==> config.mk <==
export PLATFORM = sky130hd
export DESIGN_NAME = scan_chain_ctrl
export DESIGN_NICKNAME = d
export VERILOG_FILES = /design/src/rtl/scan_chain_pkg.sv /design/src/rtl/scan_chain_readback.sv /design/src/rtl/scan_chain_ctrl.sv
export SDC_FILE = /design/constraint.sdc
export NUM_CORES = 1
export LEC_CHECK = 0
export ABC_AREA = 1
export ABC_CLOCK_PERIOD_IN_PS = 2100
export BUFFER_PORTS_ARGS = -buffer_cell sky130_fd_sc_hd__buf_2
export CORE_UTILIZATION = 57
export CTS_CLUSTER_SIZE = 40
export DETAILED_ROUTE_END_ITERATION = 6
export PLACE_DENSITY = 0.79
export SLEW_MARGIN = 20
export SYNTH_ARGS = -nofsm -noshare
export SYNTH_HDL_FRONTEND = slang
export SYNTH_SLANG_ARGS = --single-unit
==> constraint.sdc <==
create_clock -name clk -period 2.1 [get_ports clk]
set_clock_uncertainty 0.15 [all_clocks]
set_input_delay 0.42 -clock clk [delete_from_list [all_inputs] [get_ports clk]]
set_output_delay 0.42 -clock clk [all_outputs]
set_load 0.05 [all_outputs]
==> src/rtl/scan_chain_pkg.sv <==
// Shared types for the scan-chain load controller.
package scan_chain_pkg;

  typedef enum logic [1:0] {
    IDLE  = 2'd0,
    LOAD  = 2'd1,
    SHIFT = 2'd2,
    DONE  = 2'd3
  } state_e;

endpackage

==> src/rtl/scan_chain_readback.sv <==
// Packs the bits returning from the chain tail into words, LSB-first.
// A short final word is emitted zero-padded in its upper bits.
module scan_chain_readback #(
  parameter int WORD_WIDTH = 16
) (
  input  logic                  clk,
  input  logic                  reset,
  input  logic                  clr,
  input  logic                  sample_en,
  input  logic                  last_sample,
  input  logic                  scan_out,
  output logic [WORD_WIDTH-1:0] rb_data,
  output logic                  rb_valid
);

  localparam int PCNT_W = $clog2(WORD_WIDTH + 1);

  logic [WORD_WIDTH-1:0] acc_q, acc_d;
  logic [WORD_WIDTH-1:0] rb_data_q;
  logic [PCNT_W-1:0]     pos_q;
  logic                  rb_valid_q;

  // Merge the current tail bit into the partially packed word.
  always_comb begin
    acc_d = acc_q | (WORD_WIDTH'(scan_out) << pos_q);
  end

  // Accumulate samples; emit a word when full or when the chain is exhausted.
  always_ff @(posedge clk) begin
    if (reset || clr) begin
      acc_q      <= '0;
      pos_q      <= '0;
      rb_data_q  <= '0;
      rb_valid_q <= 1'b0;
    end else begin
      rb_valid_q <= 1'b0;
      if (sample_en) begin
        if (last_sample || pos_q == PCNT_W'(WORD_WIDTH - 1)) begin
          rb_data_q  <= acc_d;
          rb_valid_q <= 1'b1;
          acc_q      <= '0;
          pos_q      <= '0;
        end else begin
          acc_q <= acc_d;
          pos_q <= pos_q + PCNT_W'(1);
        end
      end
    end
  end

  assign rb_data  = rb_data_q;
  assign rb_valid = rb_valid_q;

endmodule

==> src/rtl/scan_chain_ctrl.sv <==
// Scan-chain load controller: accepts configuration words and shifts them
// LSB-first into a CHAIN_LEN-bit chain, pausing between words.
// Optional readback of the displaced chain contents: SCAN_CHAIN_READBACK_EN.
//
// state | meaning
// IDLE  | waiting for start
// LOAD  | cfg_ready high, waiting for a word
// SHIFT | one bit of the held word on scan_in per cycle
// DONE  | one-cycle done pulse, then back to IDLE
module scan_chain_ctrl
  import scan_chain_pkg::*;
#(
  parameter int CHAIN_LEN  = 64,
  parameter int WORD_WIDTH = 16
) (
  input  logic                  clk,
  input  logic                  reset,
  input  logic                  start,
  input  logic                  abort,
  input  logic [WORD_WIDTH-1:0] cfg_data,
  input  logic                  cfg_valid,
  output logic                  cfg_ready,
  output logic                  scan_en,
  output logic                  scan_in,
  input  logic                  scan_out,
  output logic                  busy,
  output logic                  done
`ifdef SCAN_CHAIN_READBACK_EN
  ,
  output logic [WORD_WIDTH-1:0] rb_data,
  output logic                  rb_valid
`endif
);

  localparam int CNT_W  = $clog2(CHAIN_LEN + 1);
  localparam int WCNT_W = $clog2(WORD_WIDTH + 1);

  state_e                state_q;
  logic [CNT_W-1:0]      bits_left_q;
  logic [WCNT_W-1:0]     wbits_left_q;
  logic [WORD_WIDTH-1:0] word_q;
  logic                  scan_en_q, scan_in_q, cfg_ready_q, done_q;
  logic                  abort_hit;

  assign abort_hit = abort && (state_q != IDLE);

  // Sequencing FSM: both counters count down to zero; bits_left hitting zero
  // ends the load, which also truncates the final word.
  always_ff @(posedge clk) begin
    if (reset || abort_hit) begin
      state_q      <= IDLE;
      bits_left_q  <= '0;
      wbits_left_q <= '0;
      word_q       <= '0;
      scan_en_q    <= 1'b0;
      scan_in_q    <= 1'b0;
      cfg_ready_q  <= 1'b0;
      done_q       <= 1'b0;
    end else begin
      case (state_q)
        IDLE: begin
          if (start) begin
            state_q     <= LOAD;
            cfg_ready_q <= 1'b1;
            bits_left_q <= CNT_W'(CHAIN_LEN);
          end
        end
        LOAD: begin
          if (cfg_valid && cfg_ready_q) begin
            state_q      <= SHIFT;
            cfg_ready_q  <= 1'b0;
            scan_en_q    <= 1'b1;
            scan_in_q    <= cfg_data[0];
            word_q       <= cfg_data >> 1;
            bits_left_q  <= bits_left_q - CNT_W'(1);
            wbits_left_q <= WCNT_W'(WORD_WIDTH - 1);
          end
        end
        SHIFT: begin
          if (bits_left_q == '0) begin
            state_q   <= DONE;
            scan_en_q <= 1'b0;
            scan_in_q <= 1'b0;
            done_q    <= 1'b1;
          end else if (wbits_left_q == '0) begin
            state_q     <= LOAD;
            scan_en_q   <= 1'b0;
            scan_in_q   <= 1'b0;
            cfg_ready_q <= 1'b1;
          end else begin
            scan_in_q    <= word_q[0];
            word_q       <= word_q >> 1;
            bits_left_q  <= bits_left_q - CNT_W'(1);
            wbits_left_q <= wbits_left_q - WCNT_W'(1);
          end
        end
        DONE: begin
          state_q      <= IDLE;
          done_q       <= 1'b0;
          bits_left_q  <= '0;
          wbits_left_q <= '0;
        end
        default: state_q <= IDLE;
      endcase
    end
  end

  assign cfg_ready = cfg_ready_q;
  assign scan_en   = scan_en_q;
  assign scan_in   = scan_in_q;
  assign done      = done_q;
  assign busy      = (state_q != IDLE);

`ifdef SCAN_CHAIN_READBACK_EN
  scan_chain_readback #(
    .WORD_WIDTH(WORD_WIDTH)
  ) u_readback (
    .clk        (clk),
    .reset      (reset),
    .clr        (abort_hit),
    .sample_en  (scan_en_q),
    .last_sample(scan_en_q && (bits_left_q == '0)),
    .scan_out   (scan_out),
    .rb_data    (rb_data),
    .rb_valid   (rb_valid)
  );
`else
  logic unused_scan_out;
  assign unused_scan_out = scan_out;
`endif

endmodule

# Yosys cells after proc, flatten, opt, wreduce, memory -nomap -nowiden
# Index checks and enable logic that the tools add are counted.
# word_totals
ff_bits	34
latchBits	0
mem_bits_rw	0
mem_bits_ro	0
input_bits	22
output_inout_bits	5
wordCells	72
n_memories	0
# op_classes
addsub	2
n_mul	0
div	0
magnitude_cmp	0
n_eq_ne	10
shifts	0
mux	33
bitwise	0
reduce_logical	19
# ops
op	n
2-to-1 mux 16 bit	3
case mux 16 bit (2 select lines)	1
2-to-1 mux 7 bit	4
case mux 7 bit (4 select lines)	1
2-to-1 mux 5 bit	3
case mux 5 bit (3 select lines)	1
inequality test 2 bit (second input constant)	6
AND reduction 4 bit	3
2-to-1 mux 1 bit	11
2-to-1 mux 2 bit	4
case mux 2 bit (4 select lines)	1
zero test 7 bit	1
subtractor 7 x 1 -> 7 bit (second input constant)	1
case mux 1 bit (2 select lines)	3
AND reduction 3 bit	2
nonzero test 2 bit	3
nonzero test 3 bit	2
zero test 5 bit	1
AND reduction 5 bit	1
subtractor 5 x 1 -> 5 bit (second input constant)	1
equality test 2 bit (second input constant)	2
AND reduction 2 bit	2
inequality test 3 bit (second input constant)	1
case mux 1 bit (3 select lines)	1
other kinds (4)	5

# Depth between registers and ports, before layout
# Gate-level depths: netlist (run 1).
# logic_depth
depth_word	4
mapped_depth	10
depth_no_buf	10

# Least setup slack after synthesis (run 1)
# Ideal clock, no wire load.
# synth_timing
path_type	reg-to-reg
from	reg state_q[0]
to	reg wbits_left_q[4]
setup_ps	116
arrival_ps	1611
required_time_ps	1834
slack_ps	223
path_stages_with_launch	7
n_path_buf	0
period_less_slack_ps	1877
path_cell_list	dfxtp_1 -> inv_1 -> ha_1 -> inv_1 -> nand4_2 -> o21ai_0 -> inv_1
# synth_between
elab_chain_len	3
word_cells_on_any_way	12
classes_between	eq/ne: 6; mux: 1; reduce/logical: 5
# synth_lines
element	line_no	source
start, declared	scan_chain_ctrl.sv:38	state_e state_q;
start signal, assigned	scan_chain_ctrl.sv:51	state_q <= IDLE;
start signal, assigned	scan_chain_ctrl.sv:63	state_q <= LOAD;
start signal, assigned	scan_chain_ctrl.sv:70	state_q <= SHIFT;
nonzero test 2 bit	--	
net busy	scan_chain_ctrl.sv:26	output logic busy,
logical AND 1 bit	scan_chain_ctrl.sv:45	assign abort_hit = abort && (state_q != IDLE);
logical OR 1 bit	scan_chain_ctrl.sv:50	if (reset || abort_hit) begin
end signal, assigned	scan_chain_ctrl.sv:76	wbits_left_q <= WCNT_W'(WORD_WIDTH - 1);
end signal, assigned	scan_chain_ctrl.sv:94	wbits_left_q <= wbits_left_q - WCNT_W'(1);
end, declared	scan_chain_ctrl.sv:40	logic [WCNT_W-1:0] wbits_left_q;
# The timed path passes the listed nets, and every way through them passes these cells.
# A chain may end at the register's enable or synchronous reset.

# Worst setup path in the final report (run 1)
# layout_timing
from	reg state_q[0]
to	out busy
# layout_between
elab_chain_len	1
# layout_lines
element	line_no	source
nonzero test 2 bit	scan_chain_ctrl.sv:112	assign busy = (state_q != IDLE);
end, declared	scan_chain_ctrl.sv:26	
# Every way passes these cells.

==> flow_summary.json, run 1 <==
{
  "rsz0062_at_grt": "no",
  "ctsResizeCount": 2,
  "syn_inst": 288,
  "wl_per_cell_um": 10.2,
  "cp_slowest_cell": "dfxtp_2",
  "cts_tree": "yes",
  "via_per_inst": 5.00,
  "max_stage_delay_ps": 400,
  "gr-total-overflow": 0,
  "cp.arrival_ps": 1400,
  "post_cts_buffers": 0,
  "ys_warn_count": 0,
  "clk_path_buf_depth": 2,
  "slew_headroom": 0.767,
  "synth_top_family_by_area": "simple AND/OR/NAND/NOR gates",
  "clkLatencyLatePin_ps": 340,
  "post-route-util": 0.680,
  "firstDrtPassIters": 4,
  "finalCritPeriodShare": 0.936,
  "cts_root_buffer": "clkbuf_4",
  "io_buffers": 25,
  "synthSimpleGateAreaFrac": 0.373,
  "holdPathStages": 3,
  "most-common-layout-cells": "nand2_1, nor2_1, dfxtp_1",
  "hp-class": "in -> reg",
  "grt_pass1_vias": 1582,
  "final_common_cell": "nand2_1",
  "synth_compound_area_frac": 0.128,
  "slew_viol_final": 0,
  "antenna_found_initial": 0,
  "drv_cap": 0,
  "dp.final_hpwl_um": 2610,
  "hold_buffers": 0,
  "grt_pass1_wl_um": 6400,
  "cts_sinks": 33,
  "vias": 1806,
  "htree_levels": 2,
  "synth_xor_area_frac": 0,
  "final-setup-viol-count": 0,
  "stdcell_area_sq_mm": 0.00211,
  "routabilityCongestion": 0.860,
  "power_density_mw_per_mm2": 1530,
  "ir_drop_mv": 0.767,
  "die_height_um": 59.7,
  "critPathLaunchType": "register",
  "n_antenna_cell": 0,
  "path_class": "reg -> out",
  "avgSynthCellArea_sq_um": 6.60,
  "ys_seq_area_frac": 0.348,
  "cp_max_fo": 6,
  "synth_mux_area_frac": 0,
  "clk_pin_slew_worst_paths_ps": 110,
  "yosys.cell_types.count": 29,
  "leakagePower_nw": 1.03,
  "reg2reg_depth": 8,
  "fmax_mhz": 509,
  "io_pins": 27,
  "hold_viol": 0,
  "cts_buffers": 5,
  "synth_fa_ha_area_frac": 0.0527,
  "fin_crit_ps": 1970,
  "detailedRoute.firstIterationViolations": 96,
  "wl_um": 3700,
  "initial_core_util": 0.613,
  "drive_gt1_frac": 0.167,
  "core-area_sq_mm": 0.00310,
  "synthesis.area_sq_mm": 0.00190,
  "crit_path_end_kind": "output pin",
  "placed_area_sq_mm": 0.00205,
  "crit_chain": "inv_1 -> ha_1 -> inv_2 -> buf_4",
  "grt_max_degree": 20,
  "syn_to_final_growth_pct": 11.1,
  "drc": 0,
  "required_ps": 1530,
  "synth-seq-cells": 33,
  "status": "completed",
  "antenna_left": 0,
  "track_usage": 0.236,
  "worst_slew_pin_slew_ps": 349,
  "nets": 346,
  "die_area_sq_mm": 0.00357,
  "die_w_um": 59.7,
  "rows": 20,
  "syn-num-nets": 318,
  "tns_ps": 0
}
## kinds of logic (layout without fill, tap and decap cells)
family | Yosys count | count (layout)
flops | 33 | 33
fa+ha+maj | 8 | 8
buf+inv | 41 | 70
simple gates | 162 | 162
compound gates | 44 | 44
## power breakdown
group | internal, mW | total [mW] | switching, mW
registers | 0.866 | 1.01 | 0.145
logic | 0.608 | 1.87 | 1.26
clock network | 0.126 | 0.351 | 0.225
## routing by layer
layer  share of wire  track usage  vias to the layer above
met1            0.49        0.281                      803
met2            0.46        0.397                       38
met4          0.0057       0.0831                        0
li1                -            -                      963
met5               0            0                        -
met3           0.047       0.0758                        2
## cell type report
cell class / count / area [sq um]
fill: 327 / 992
inverter: 33 / 126
tap: 44 / 55.1
multi-input combinational: 214 / 1050
timing repair buffer: 29 / 158
sequential: 33 / 663
clock buffer: 5 / 37.5
clock inverter: 3 / 17.5
## cells in the mapped netlist (all sizes together)
master / count / area share
buf: 7 / 0.030
nor3: 2 / 0.0053
clkinv: 1 / 0.0020
nand3: 11 / 0.041
nor2: 57 / 0.12
a211oi: 1 / 0.0040
dfxtp: 33 / 0.35
o21ai: 27 / 0.073
ha: 8 / 0.053
a21oi: 15 / 0.047
o211ai: 1 / 0.0040
nand4: 7 / 0.042
nand2: 84 / 0.17
clkbuf: 1 / 0.0020
inv: 32 / 0.065
nor3b: 1 / 0.0040
## path summary, 6_finish.rpt
check               start         end  slack [ps]
max reg2reg    state_q[0]  word_q[13]         210
min          cfg_data[15]  word_q[14]         200
min reg2reg          done        done         310
max            state_q[0]        busy         130
## sequential cells by signal, summed over array words and instances, names as in the netlist
name	cells
scan_in	1
word_q	15
done	1
wbits_left_q	5
state_q	2
scan_en	1
cfg_ready	1
bits_left_q	7
## critical path, delay by kind of cell (launching register included)
family / cells / cell delay [ps]
adder cells (fa/ha/maj): 1 / 230
buffers and inverters: 3 / 430
flip-flops: 1 / 400
## metrics by stage
step                hold WS (ps)  instances  worst slack, ps  power, mW
floorplan                    298        288              223       2.57
global placement             294        353              174       2.84
detailed placement           300        353              160       2.88
CTS                          192        361             2.22       3.24
global route                 201        361             25.6       3.56
finish                       199        361              134       3.23
(Power assumes the default switching activity.)
==> inputs of run 2 (changes only) <==
--- a/config.mk
+++ b/config.mk
@@ -8,10 +8,10 @@
 export ABC_AREA = 1
 export ABC_CLOCK_PERIOD_IN_PS = 2100
 export BUFFER_PORTS_ARGS = -buffer_cell sky130_fd_sc_hd__buf_2
-export CORE_UTILIZATION = 57
+export CORE_UTILIZATION = 45
 export CTS_CLUSTER_SIZE = 40
 export DETAILED_ROUTE_END_ITERATION = 6
-export PLACE_DENSITY = 0.79
+export PLACE_DENSITY = 0.65
 export SLEW_MARGIN = 20
 export SYNTH_ARGS = -nofsm -noshare
 export SYNTH_HDL_FRONTEND = slang
==> run 2 against run 1 <==
Net effect: flip-flop and latch count is the same; final cell count grew 2.2%; setup slack gained 17 ps; sequential share of layout area shrank 1.3 points; global-route usage shrank 3.4 points; clock-buffer cell count grew 2; wire length grew 7.6%; via count is essentially flat; total power grew 9.6%; non-clock buffer count grew 2; maximum frequency grew 0.87%.
==> flow_summary.json, run 2 (synthesized netlist as in run 1, its figures left out) <==
{
  "cts_root_buffer": "clkbuf_8",
  "stdcell_area_sq_mm": 0.00220,
  "routabilityCongestion": 0.787,
  "ctsResizeCount": 1,
  "reg2reg_depth": 9,
  "clk_pin_slew_worst_paths_ps": 70,
  "cts_buffers": 5,
  "die_area_sq_mm": 0.00449,
  "path_class": "reg -> out",
  "htree_levels": 2,
  "ir_drop_mv": 0.587,
  "final_common_cell": "nand2_1",
  "wl_per_cell_um": 10.8,
  "vias": 1807,
  "drive_gt1_frac": 0.169,
  "firstDrtPassIters": 4,
  "hold_buffers": 0,
  "io_buffers": 25,
  "track_usage": 0.202,
  "crit_path_end_kind": "output pin",
  "slew_headroom": 0.767,
  "final-setup-viol-count": 0,
  "rsz0062_at_grt": "no",
  "fin_crit_ps": 1950,
  "finalCritPeriodShare": 0.928,
  "hold_viol": 0,
  "holdPathStages": 3,
  "grt_max_degree": 27,
  "nets": 348,
  "antenna_found_initial": 0,
  "status": "completed",
  "required_ps": 1530,
  "detailedRoute.firstIterationViolations": 112,
  "drc": 0,
  "wl_um": 3980,
  "hp-class": "in -> reg",
  "most-common-layout-cells": "nand2_1, nor2_1, dfxtp_1",
  "critPathLaunchType": "register",
  "die_w_um": 67.0,
  "power_density_mw_per_mm2": 1610,
  "clk_path_buf_depth": 2,
  "dp.final_hpwl_um": 2730,
  "grt_pass1_vias": 1601,
  "antenna_left": 0,
  "leakagePower_nw": 1.07,
  "syn_to_final_growth_pct": 15.5,
  "tns_ps": 0,
  "reg.largest.list": "word_q: 15 flops, bits_left_q: 7 flops, wbits_left_q: 5 flops",
  "slew_viol_final": 0,
  "n_antenna_cell": 0,
  "cp_max_fo": 5,
  "via_per_inst": 4.90,
  "gr-total-overflow": 0,
  "initial_core_util": 0.472,
  "clkLatencyLatePin_ps": 280,
  "cts_tree": "yes",
  "largest_register_ff_count": 15,
  "grt_pass1_wl_um": 6860,
  "cts_sinks": 33,
  "fmax_mhz": 513,
  "io_pins": 27,
  "die_height_um": 67.0,
  "p_total_mw": 3.54,
  "cp.arrival_ps": 1380,
  "placed_area_sq_mm": 0.00207,
  "worst_slew_pin_slew_ps": 346,
  "core-area_sq_mm": 0.00403,
  "top_register": "word_q",
  "post_cts_buffers": 0,
  "rows": 23,
  "drv_cap": 0
}
[run 2: changes by cell type in the layout (fill, tap and decap cells not counted), sizes merged]
cell / previous run / this run
buf: 29 / 31
clkbuf: 5 / 7
clkinv: 3 / 1
bufinv: 0 / 1
clkinvlp: 1 / 0
[run 2: stage by stage]
| step | cells | util | hold WS (ps) | setup WS [ps] |
|---|---|---|---|---|
| floorplan | 288 | - | 298 | 223 |
| global placement | 361 | 0.515 | 291 | 191 |
| detailed placement | 361 | 0.515 | 296 | 152 |
| CTS | 369 | 0.544 | 262 | 30.7 |
| global route | 369 | 0.545 | 277 | 24.8 |
| finish | 369 | 0.545 | 270 | 151 |
[run 2: layout make-up]
cell class,count,area (sq um)
clock inverter,1,30.0
timing repair buffer,31,173
fill,407,1830
tap,50,62.6
inverter,33,126
clock buffer,7,86.3
multi-input combinational,214,1060
sequential,33,662
[run 2: path summary, 6_finish.rpt]
| kind | startpoint | to | slack [ps] |
|---|---|---|---|
| min reg2reg | done | done | 300 |
| max | state_q[1] | busy | 150 |
| min | cfg_data[15] | word_q[14] | 270 |
| max reg2reg | state_q[1] | bits_left_q[2] | 190 |
[run 2: critical path: stages, from the launching register on]
cell and delay (ps):
dfxtp_1 420, inv_1 110, ha_1 230, inv_2 130, buf_4 210
[run 2: where the power goes]
part	leakage, nW	internal (mW)	total, mW	switching [mW]
Clock	0.0585	0.387	0.624	0.237
Sequential	0.271	0.866	1.01	0.141
Combinational	0.742	0.628	1.91	1.28
Total	1.07	1.88	3.54	1.66
[run 2: metal layers]
layer	wire (um)	vias to the layer above	global-route usage
li1	-	966	-
met1	2040	810	0.254
met2	1780	29	0.338
met3	135	2	0.0514
met4	26	0	0.0559
met5	0	-	0
